==> config.mk <==
export PLATFORM = sky130hd
export DESIGN_NAME = ula_8bits_cmd_ctrl_flat
export DESIGN_NICKNAME = d
export VERILOG_FILES = /design/src/rtl/ula_8bits_cmd_ctrl_if.sv /design/src/rtl/ula_8bits_cmd_ctrl.sv /design/src/flat_wrapper.sv
export SDC_FILE = /design/constraint.sdc
export NUM_CORES = 1
export LEC_CHECK = 0
export ABC_AREA = 1
export BUFFER_PORTS_ARGS = -buffer_cell sky130_fd_sc_hd__buf_2
export CORE_MARGIN = 2
export CORE_UTILIZATION = 45
export CTS_CLUSTER_DIAMETER = 30
export CTS_CLUSTER_SIZE = 40
export DETAILED_ROUTE_END_ITERATION = 8
export PLACE_DENSITY_LB_ADDON = 0.25
export SLEW_MARGIN = 0
export SYNTH_ARGS = -nofsm -noshare
export SYNTH_HDL_FRONTEND = slang
export SYNTH_SLANG_ARGS = --single-unit
==> constraint.sdc <==
create_clock -name clk -period 5.15 [get_ports clk]
set_clock_uncertainty 0.15 [all_clocks]
set_input_delay 0.515 -clock clk [delete_from_list [all_inputs] [get_ports clk]]
set_output_delay 0.515 -clock clk [all_outputs]
set_load 0.05 [all_outputs]
==> src/rtl/ula_8bits_cmd_ctrl_if.sv <==
// Command and result handshake bundle for ula_8bits_cmd_ctrl.
// slave = the controller, master = the command producer / result consumer.
interface ula_8bits_cmd_ctrl_if;
  logic       cmd_valid;
  logic       cmd_ready;
  logic [7:0] cmd_a;
  logic [7:0] cmd_b;
  logic [3:0] cmd_s;
  logic       cmd_m;
  logic       cmd_c_in;
  logic       cmd_b_in;
  logic       cmd_use_acc;

  logic       res_valid;
  logic       res_ready;
  logic [7:0] res_f;
  logic       res_c_out;
  logic       res_b_out;
  logic       res_a_eq_b;
  logic       res_zero;

  modport master (
    output cmd_valid, cmd_a, cmd_b, cmd_s, cmd_m, cmd_c_in, cmd_b_in, cmd_use_acc,
    input  cmd_ready,
    input  res_valid, res_f, res_c_out, res_b_out, res_a_eq_b, res_zero,
    output res_ready
  );

  modport slave (
    input  cmd_valid, cmd_a, cmd_b, cmd_s, cmd_m, cmd_c_in, cmd_b_in, cmd_use_acc,
    output cmd_ready,
    output res_valid, res_f, res_c_out, res_b_out, res_a_eq_b, res_zero,
    input  res_ready
  );
endinterface

==> src/rtl/ula_8bits_cmd_ctrl.sv <==
// Command FIFO, registered ALU operand/control issue, and result capture with
// valid/ready output for the 8-bit 74181-style ALU; optional accumulator as A.
module ula_8bits_cmd_ctrl #(
  parameter int unsigned FIFO_DEPTH = 4
) (
  input  logic                        clk,
  input  logic                        rst_n,
  ula_8bits_cmd_ctrl_if.slave         bus,
  output logic [7:0]                  alu_a,
  output logic [7:0]                  alu_b,
  output logic [3:0]                  alu_s,
  output logic                        alu_m,
  output logic                        alu_c_in,
  output logic                        alu_b_in,
  input  logic [7:0]                  alu_f,
  input  logic                        alu_c_out,
  input  logic                        alu_b_out,
  input  logic                        alu_a_eq_b,
  output logic [$clog2(FIFO_DEPTH):0] fifo_count
);

  localparam int unsigned AW = $clog2(FIFO_DEPTH);
  localparam int unsigned CW = AW + 1;

  typedef struct packed {
    logic [7:0] a;
    logic [7:0] b;
    logic [3:0] s;
    logic       m;
    logic       c_in;
    logic       b_in;
    logic       use_acc;
  } cmd_t;

  typedef enum logic [1:0] {IDLE, EXEC, HOLD} state_t;

  state_t       state_q, state_d;
  cmd_t         mem_q [FIFO_DEPTH];
  cmd_t         mem_d [FIFO_DEPTH];
  logic [AW-1:0] wr_ptr_q, wr_ptr_d;
  logic [AW-1:0] rd_ptr_q, rd_ptr_d;
  logic [CW-1:0] count_q, count_d;

  logic [7:0]   alu_a_q, alu_a_d;
  logic [7:0]   alu_b_q, alu_b_d;
  logic [3:0]   alu_s_q, alu_s_d;
  logic         alu_m_q, alu_m_d;
  logic         alu_c_in_q, alu_c_in_d;
  logic         alu_b_in_q, alu_b_in_d;

  logic [7:0]   acc_q, acc_d;
  logic         res_valid_q, res_valid_d;
  logic [7:0]   res_f_q, res_f_d;
  logic         res_c_out_q, res_c_out_d;
  logic         res_b_out_q, res_b_out_d;
  logic         res_a_eq_b_q, res_a_eq_b_d;
  logic         res_zero_q, res_zero_d;

  logic         cmd_ready;
  logic         push;
  logic         pop;
  logic         capture;
  logic         fifo_empty;
  cmd_t         wr_entry;
  cmd_t         head;

  assign cmd_ready  = (count_q != CW'(FIFO_DEPTH));
  assign fifo_empty = (count_q == '0);
  assign push       = bus.cmd_valid && cmd_ready;
  assign head       = mem_q[rd_ptr_q];

  assign wr_entry.a       = bus.cmd_a;
  assign wr_entry.b       = bus.cmd_b;
  assign wr_entry.s       = bus.cmd_s;
  assign wr_entry.m       = bus.cmd_m;
  assign wr_entry.c_in    = bus.cmd_c_in;
  assign wr_entry.b_in    = bus.cmd_b_in;
  assign wr_entry.use_acc = bus.cmd_use_acc;

  // Pops only read stored entries, so a command always sits in the FIFO for a cycle.
  always_comb begin
    mem_d = mem_q;
    if (push) begin
      mem_d[wr_ptr_q] = wr_entry;
    end
    wr_ptr_d = wr_ptr_q + AW'(push);
    rd_ptr_d = rd_ptr_q + AW'(pop);
    count_d  = count_q + CW'(push) - CW'(pop);
  end

  always_comb begin
    state_d     = state_q;
    pop         = 1'b0;
    capture     = 1'b0;
    res_valid_d = res_valid_q;
    unique case (state_q)
      IDLE: begin
        if (!fifo_empty) begin
          pop     = 1'b1;
          state_d = EXEC;
        end
      end
      EXEC: begin
        capture     = 1'b1;
        res_valid_d = 1'b1;
        state_d     = HOLD;
      end
      HOLD: begin
        if (res_valid_q && bus.res_ready) begin
          res_valid_d = 1'b0;
          if (!fifo_empty) begin
            pop     = 1'b1;
            state_d = EXEC;
          end else begin
            state_d = IDLE;
          end
        end
      end
      default: state_d = IDLE;
    endcase
  end

  // Operand A is resolved at pop time, so it sees the most recently captured result.
  always_comb begin
    alu_a_d    = alu_a_q;
    alu_b_d    = alu_b_q;
    alu_s_d    = alu_s_q;
    alu_m_d    = alu_m_q;
    alu_c_in_d = alu_c_in_q;
    alu_b_in_d = alu_b_in_q;
    if (pop) begin
      alu_a_d    = head.use_acc ? acc_q : head.a;
      alu_b_d    = head.b;
      alu_s_d    = head.s;
      alu_m_d    = head.m;
      alu_c_in_d = head.c_in;
      alu_b_in_d = head.b_in;
    end
  end

  always_comb begin
    acc_d        = acc_q;
    res_f_d      = res_f_q;
    res_c_out_d  = res_c_out_q;
    res_b_out_d  = res_b_out_q;
    res_a_eq_b_d = res_a_eq_b_q;
    res_zero_d   = res_zero_q;
    if (capture) begin
      acc_d        = alu_f;
      res_f_d      = alu_f;
      res_c_out_d  = alu_c_out;
      res_b_out_d  = alu_b_out;
      res_a_eq_b_d = alu_a_eq_b;
      res_zero_d   = (alu_f == 8'h00);
    end
  end

  always_ff @(posedge clk or negedge rst_n) begin
    if (!rst_n) begin
      state_q  <= IDLE;
      wr_ptr_q <= '0;
      rd_ptr_q <= '0;
      count_q  <= '0;
      for (int unsigned i = 0; i < FIFO_DEPTH; i++) begin
        mem_q[i] <= '0;
      end
    end else begin
      state_q  <= state_d;
      wr_ptr_q <= wr_ptr_d;
      rd_ptr_q <= rd_ptr_d;
      count_q  <= count_d;
      mem_q    <= mem_d;
    end
  end

  always_ff @(posedge clk or negedge rst_n) begin
    if (!rst_n) begin
      alu_a_q      <= '0;
      alu_b_q      <= '0;
      alu_s_q      <= '0;
      alu_m_q      <= 1'b0;
      alu_c_in_q   <= 1'b0;
      alu_b_in_q   <= 1'b0;
      acc_q        <= '0;
      res_valid_q  <= 1'b0;
      res_f_q      <= '0;
      res_c_out_q  <= 1'b0;
      res_b_out_q  <= 1'b0;
      res_a_eq_b_q <= 1'b0;
      res_zero_q   <= 1'b0;
    end else begin
      alu_a_q      <= alu_a_d;
      alu_b_q      <= alu_b_d;
      alu_s_q      <= alu_s_d;
      alu_m_q      <= alu_m_d;
      alu_c_in_q   <= alu_c_in_d;
      alu_b_in_q   <= alu_b_in_d;
      acc_q        <= acc_d;
      res_valid_q  <= res_valid_d;
      res_f_q      <= res_f_d;
      res_c_out_q  <= res_c_out_d;
      res_b_out_q  <= res_b_out_d;
      res_a_eq_b_q <= res_a_eq_b_d;
      res_zero_q   <= res_zero_d;
    end
  end

  assign bus.cmd_ready  = cmd_ready;
  assign bus.res_valid  = res_valid_q;
  assign bus.res_f      = res_f_q;
  assign bus.res_c_out  = res_c_out_q;
  assign bus.res_b_out  = res_b_out_q;
  assign bus.res_a_eq_b = res_a_eq_b_q;
  assign bus.res_zero   = res_zero_q;

  assign alu_a      = alu_a_q;
  assign alu_b      = alu_b_q;
  assign alu_s      = alu_s_q;
  assign alu_m      = alu_m_q;
  assign alu_c_in   = alu_c_in_q;
  assign alu_b_in   = alu_b_in_q;
  assign fifo_count = count_q;

endmodule

==> src/flat_wrapper.sv <==
// flat-port wrapper written by rule: the top's interface ports become plain ports
module ula_8bits_cmd_ctrl_flat 
#(
  parameter int unsigned FIFO_DEPTH = 4
)
  (clk, rst_n, alu_a, alu_b, alu_s, alu_m, alu_c_in, alu_b_in, alu_f, alu_c_out, alu_b_out, alu_a_eq_b, fifo_count, bus_cmd_valid, bus_cmd_a, bus_cmd_b, bus_cmd_s, bus_cmd_m, bus_cmd_c_in, bus_cmd_b_in, bus_cmd_use_acc, bus_cmd_ready, bus_res_valid, bus_res_f, bus_res_c_out, bus_res_b_out, bus_res_a_eq_b, bus_res_zero, bus_res_ready);
  ula_8bits_cmd_ctrl_if bus_i ();
  input  logic clk;
  input  logic rst_n;
  output logic [7:0] alu_a;
  output logic [7:0] alu_b;
  output logic [3:0] alu_s;
  output logic alu_m;
  output logic alu_c_in;
  output logic alu_b_in;
  input  logic [7:0] alu_f;
  input  logic alu_c_out;
  input  logic alu_b_out;
  input  logic alu_a_eq_b;
  output logic [$clog2(FIFO_DEPTH):0] fifo_count;
  input wire logic [$bits(bus_i.cmd_valid)-1:0] bus_cmd_valid;
  input wire logic [$bits(bus_i.cmd_a)-1:0] bus_cmd_a;
  input wire logic [$bits(bus_i.cmd_b)-1:0] bus_cmd_b;
  input wire logic [$bits(bus_i.cmd_s)-1:0] bus_cmd_s;
  input wire logic [$bits(bus_i.cmd_m)-1:0] bus_cmd_m;
  input wire logic [$bits(bus_i.cmd_c_in)-1:0] bus_cmd_c_in;
  input wire logic [$bits(bus_i.cmd_b_in)-1:0] bus_cmd_b_in;
  input wire logic [$bits(bus_i.cmd_use_acc)-1:0] bus_cmd_use_acc;
  output wire logic [$bits(bus_i.cmd_ready)-1:0] bus_cmd_ready;
  output wire logic [$bits(bus_i.res_valid)-1:0] bus_res_valid;
  output wire logic [$bits(bus_i.res_f)-1:0] bus_res_f;
  output wire logic [$bits(bus_i.res_c_out)-1:0] bus_res_c_out;
  output wire logic [$bits(bus_i.res_b_out)-1:0] bus_res_b_out;
  output wire logic [$bits(bus_i.res_a_eq_b)-1:0] bus_res_a_eq_b;
  output wire logic [$bits(bus_i.res_zero)-1:0] bus_res_zero;
  input wire logic [$bits(bus_i.res_ready)-1:0] bus_res_ready;
  assign bus_i.cmd_valid = bus_cmd_valid;
  assign bus_i.cmd_a = bus_cmd_a;
  assign bus_i.cmd_b = bus_cmd_b;
  assign bus_i.cmd_s = bus_cmd_s;
  assign bus_i.cmd_m = bus_cmd_m;
  assign bus_i.cmd_c_in = bus_cmd_c_in;
  assign bus_i.cmd_b_in = bus_cmd_b_in;
  assign bus_i.cmd_use_acc = bus_cmd_use_acc;
  assign bus_cmd_ready = bus_i.cmd_ready;
  assign bus_res_valid = bus_i.res_valid;
  assign bus_res_f = bus_i.res_f;
  assign bus_res_c_out = bus_i.res_c_out;
  assign bus_res_b_out = bus_i.res_b_out;
  assign bus_res_a_eq_b = bus_i.res_a_eq_b;
  assign bus_res_zero = bus_i.res_zero;
  assign bus_i.res_ready = bus_res_ready;
  ula_8bits_cmd_ctrl #(.FIFO_DEPTH(FIFO_DEPTH)) u_core (.clk(clk), .rst_n(rst_n), .bus(bus_i), .alu_a(alu_a), .alu_b(alu_b), .alu_s(alu_s), .alu_m(alu_m), .alu_c_in(alu_c_in), .alu_b_in(alu_b_in), .alu_f(alu_f), .alu_c_out(alu_c_out), .alu_b_out(alu_b_out), .alu_a_eq_b(alu_a_eq_b), .fifo_count(fifo_count));
endmodule
# --- Word-level counts from Yosys, hierarchy flattened ---
# Index checks and enable logic that the tools add are counted.
totals:
  ram_bits: 0
  output_inout_bits: 40
  mem_count: 0
  wordCells: 84
  romBits: 0
  regBits: 141
  in_bits: 39
  latchBits: 0
op_classes:
  muxes: 17
  n_reduce_logical: 9
  n_div: 0
  addsub: 4
  n_eq_ne: 5
  bitwise_logic: 2
  n_shift: 0
  mul: 0
  order_cmp: 3
op_table:
  columns: ["operator", "n"]
  rows:
  - ["$bwmux W96", 1]
  - ["$mux W24", 3]
  - ["$bmux W24 S2", 1]
  - ["$demux W24 S2", 1]
  - ["$logic_not A8 Y1", 1]
  - ["$mux W8", 1]
  - ["$ge A3 B3 Y1 const B", 2]
  - ["$not A2 Y3", 2]
  - ["$pmux W2 S3", 1]
  - ["$mux W1", 5]
  - ["$add A2 B1 Y2", 2]
  - ["$mux W2", 2]
  - ["$pmux W1 S2", 2]
  - ["$reduce_and A2 Y1", 2]
  - ["$add A3 B1 Y3", 1]
  - ["$logic_and A1 B1 Y1", 3]
  - ["$logic_not A3 Y1", 1]
  - ["$lt A3 B1 Y1 const B", 1]
  - ["$ne A3 B3 Y1 const B", 1]
  - ["$sub A3 B1 Y3", 1]
  - ["$eq A2 B1 Y1 const B", 1]
  - ["$eq A2 B2 Y1 const B", 1]
  - ["$logic_not A2 Y1", 1]
  - ["$ne A2 B1 Y1 const B", 1]
  - ["2 further kinds", 2]

# --- Logic depth before layout (Yosys ltp) ---
logic_depth:
  depth_word: 6
  ltp_mapped: 9
  depth_no_buf: 9

# --- Worst setup path before layout ---
# OpenSTA, ideal clock, no wires.
synth_path:
  path_kind: "register to register"
  start: "register u_core.count_q[1] (netlist: u_core.fifo_count[1])"
  end: "register u_core.count_q[2] (netlist: u_core.fifo_count[2])"
  n_path_buf: 0
  arrival_ns: 2.054
  t_required_ns: 4.871
  setup_ns: 0.129
  period_less_slack_ns: 2.333
  path_slack_ns: 2.817
  path_stages_with_launch: 10
  path_cell_list: "dfrtp_1 inv_2 nand3b_1 nand3_4 xor2_1 ha_1 inv_1 fa_1 xnor2_1 xor2_1"
synth_between:
  elab_chain_cells: 5
  elab_cells_between_ends: 8
  classes_between: "2 x add/sub; 1 x eq/ne; 3 x mux; 2 x reduce/logical"
synth_lines:
  columns: ["element", "line_no", "source"]
  rows:
  - ["from (decl)", "ula_8bits_cmd_ctrl.sv:42", "logic [CW-1:0] count_q, count_d;"]
  - ["from (signal assigned)", "ula_8bits_cmd_ctrl.sv:171", "count_q <= count_d;"]
  - ["branches (longest 4 deep; another with $add A3 B1 Y3)", null, null]
  - ["$sub A3 B1 Y3 (*)", "ula_8bits_cmd_ctrl.sv:88", "count_d = count_q + CW'(push) - CW'(pop);"]
  - ["named net u_core.count_d[2]", "ula_8bits_cmd_ctrl.sv:42", null]
# Mark *: on every way through the listed nets, which the timed path passes.
# A chain may end at the register's enable or synchronous reset.

# --- Worst setup path after layout ---
layout_path:
  start: "register u_core.count_q[2] (netlist: u_core.fifo_count[2])"
  end: "register u_core.count_q[2] (netlist: u_core.fifo_count[2])"
# Same word-level chain as after synthesis.

==> metrics <==
CTS tree built; worst ir drop on vdd approximately 0.22 mV; critical path depth 8; worst-path fanout max 28; num rows 43; Area Growth Syn to Fin 16.7%; Post-synth EDFFs 0; Buf+Inv Stages, Crit Path 1; simple-gate area share of the yosys netlist between 30% and 40%; post-synthesis instance total 774; DRT met1 WL roughly 7.4 mm; Avg Cell Area, Syn between 8 and 9 um2; Crit Reg-Reg Startpoint u_core.fifo_count[2]; # resized after CTS 0; GRT Resource Usage Total a little over a fifth; remaining antenna violation count 0; area leader, netlist dfrtp_1; grt ovf 0; largest net degree at the start of global routing 94; fin. max-slew vios 0; WL per Instance 14.4 um; H-tree levels 4; distinct cell type count after synthesis 29; clock transition at the registers of the reported paths 0.06 ns; Critical Path Sink Type flip-flop; Nets about 880; Die Y between 100 and 150 um; Synth Warn # 0; Slew Limit Headroom 23.5%; MaxCap Viol Count 0; # Post-CTS Setup Buffers 0; initial antenna violation count 0; Synth Cell Area roughly 6300 um2; Routed WL around 15 mm; total iterations of the first detailed-routing run 6; PD cells 531 nW/um2; WS Path Type flip-flop to flip-flop; slowest CP cell dfrtp_1; Final Hold Viols 0; number of clock sinks roughly 140; met3 routed WL 623 um; Hold Buf Count CTS 0; fmax 425 MHz; reg2reg end u_core.fifo_count[2]; HP Class input port to asynchronous set/reset pin; post-synth top area share between 50% and 60%; die area approximately 15,000 um2; Final Util about 54%; total CTS buffers 17; Yosys reg bits about 140; final hold slack roughly 0.047 ns; Arrival @ worst endpoint between 2 and 3 ns; antenna diode count 0; sequential share of the synthesized area between 50% and 60%; Worst R2R Path Depth 8; mux cell area share after synthesis 0%; FF/Latch Area between 3000 and 4000 um2; Die X roughly 120 um; DR iter-0 viols between 400 and 500; core area between 10,000 and 15,000 um2; post-synthesis compound-gate area fraction roughly 7.4%; Setup TNS 0 ns; Synth Area in XOR/XNOR 0.690%; cell family with most CP delay adder cells; share of cells above drive strength 1 17.4%; total leakage power 3.98 nW; Fillers 1,317; multi-input logic area roughly 2500 um2; clk buf depth 2; Tcrit/Tclk final 45.7%; DR vias/cell 4.93; Initial Util between 40% and 50%; final setup vio count 0; synth top area cells dfrtp_1, nand2_1, o21ai_0; main combinational cell family by area after synthesis simple AND/OR/NAND/NOR gates; Mapped Nets approximately 820; fin crit period approximately 2.4 ns; most frequent CP cell xor2_1; Remaining DRCs 0; first-pass GRT wire length roughly 25 mm; Reg2Reg Setup Slack between 2 and 3 ns; clock latency on the worst-skew pair ~0.42 ns; vias in the first global route slightly below 5k; DR vias just over 5k; dpl hpwl between 8 and 9 mm; adder-cell share of the synthesized area less than 1%; max incr delay on CP about 0.44 ns; num ports 79; worst-margin pin slew between 1 and 1.5 ns; required time of the critical path 5.30 ns; outcome finished clean; Async S/R FF share, synth between 90% and 100%; Main synth FF type dfrtp_1; routability cong. about 0.8; WL met2 roughly 6.7 mm; crit-path cells nand3b_1 -> nand3_4 -> xor2_1 -> ha_1 -> inv_1 -> fa_1 -> xnor2_1 -> xor2_1; setup repair after global routing missed its margin no; Critical Path Source Type flip-flop; CTS root buffer clkbuf_16; port bufs between 70 and 80; Highest Signal Layer met4
## worst reg2reg max path, cell delays in order, from the launching register on
cell      delay [ns]
dfrtp_1         0.44
nand3b_1        0.18
nand3_4         0.34
xor2_1          0.25
ha_1            0.16
inv_1           0.05
fa_1            0.38
xnor2_1         0.14
xor2_1          0.14
## kinds of logic (layout without fill, tap and decap cells)
kind of cell,count (synthesis),count (layout)
AO/OA/AOI/OAI,79,79
AND/OR/NAND/NOR,471,471
buffers and inverters,75,153
adder cells (fa/ha/maj),3,3
XOR/XNOR,5,5
flip-flops,141,141
## layout by cell type (no fill, tap or decap), drive strengths merged
cell,n
clkinv,5
dfrtp,141
o211ai,15
a21oi,1
nand2,405
nand3b,1
xor2,4
xnor2,1
nand3,39
clkbuf,25
ha,2
nand4,1
bufinv,3
nor3,1
inv,37
buf,83
o21ai,63
nor2,24
fa,1
## per-stage QoR
step	setup WS (ns)	instance area, um2	power [mW]	std cells
floorplan	2.82	6340	2.43	774
CTS	2.76	7400	3.96	1032
global placement	2.67	6800	2.66	1000
detailed placement	2.61	6800	2.70	1000
finish	2.80	7400	3.93	1032
global route	2.59	7400	4.23	1032
## cell type report
type	instances	area share, %
clock buffers	25	6.69
clock inverters	7	1.49
flip-flops and latches	141	47.7
well taps	180	3.04
multi-input cells	558	33.3
repair buffers	83	5.87
inverters	38	1.93
## metal layers
layer | up-vias | track usage, %
met5 | - | 0
met4 | 0 | 7.69
li1 | 2549 | -
met3 | 20 | 4.41
met1 | 2414 | 31.8
met2 | 105 | 32.1
## power by group
group | switching (mW) | internal (mW)
registers | 0.188 | 1.48
clock network | 0.441 | 0.810
logic | 0.665 | 0.342
total | 1.29 | 2.63
## how the worst max path moves through the flow
stage                         startpoint  slack [ns]                    to
floorplan           u_core.fifo_count[1]        2.82  u_core.fifo_count[2]
global placement           bus_res_ready        2.67  u_core.fifo_count[2]
detailed placement         bus_res_ready        2.61  u_core.fifo_count[2]
CTS                 u_core.fifo_count[1]        2.76  u_core.fifo_count[2]
global route        u_core.fifo_count[1]        2.59  u_core.fifo_count[2]
finish              u_core.fifo_count[2]        2.80  u_core.fifo_count[2]
## synth_stat cells, types with 2 or more instances
master    number
buf_2         26
clkbuf_1       6
nand2_1      394
nor2_2         2
inv_2          8
inv_1         29
nand3_2        2
nor2_1        21
nand3_4        2
xor2_1         4
o211ai_1      15
buf_6          3
nand2_2       10
o21ai_0       53
nand3_1       35
ha_1           2
o21ai_2       10
dfrtp_1      141
## flip-flops by register name, indices dropped and copies added, names as in the netlist
register,count
u_core.mem_q,96
u_core.acc_q,8
u_core.alu_a,8
u_core.alu_b,8
u_core.alu_s,4
u_core.fifo_count,3
u_core.rd_ptr_q,2
u_core.state_q,2
u_core.wr_ptr_q,2
u_core.alu_b_in,1
u_core.alu_c_in,1
u_core.alu_m,1
u_core.bus.res_a_eq_b,1
u_core.bus.res_b_out,1
u_core.bus.res_c_out,1
u_core.bus.res_valid,1
u_core.bus.res_zero,1
(Power assumes the default switching activity.)
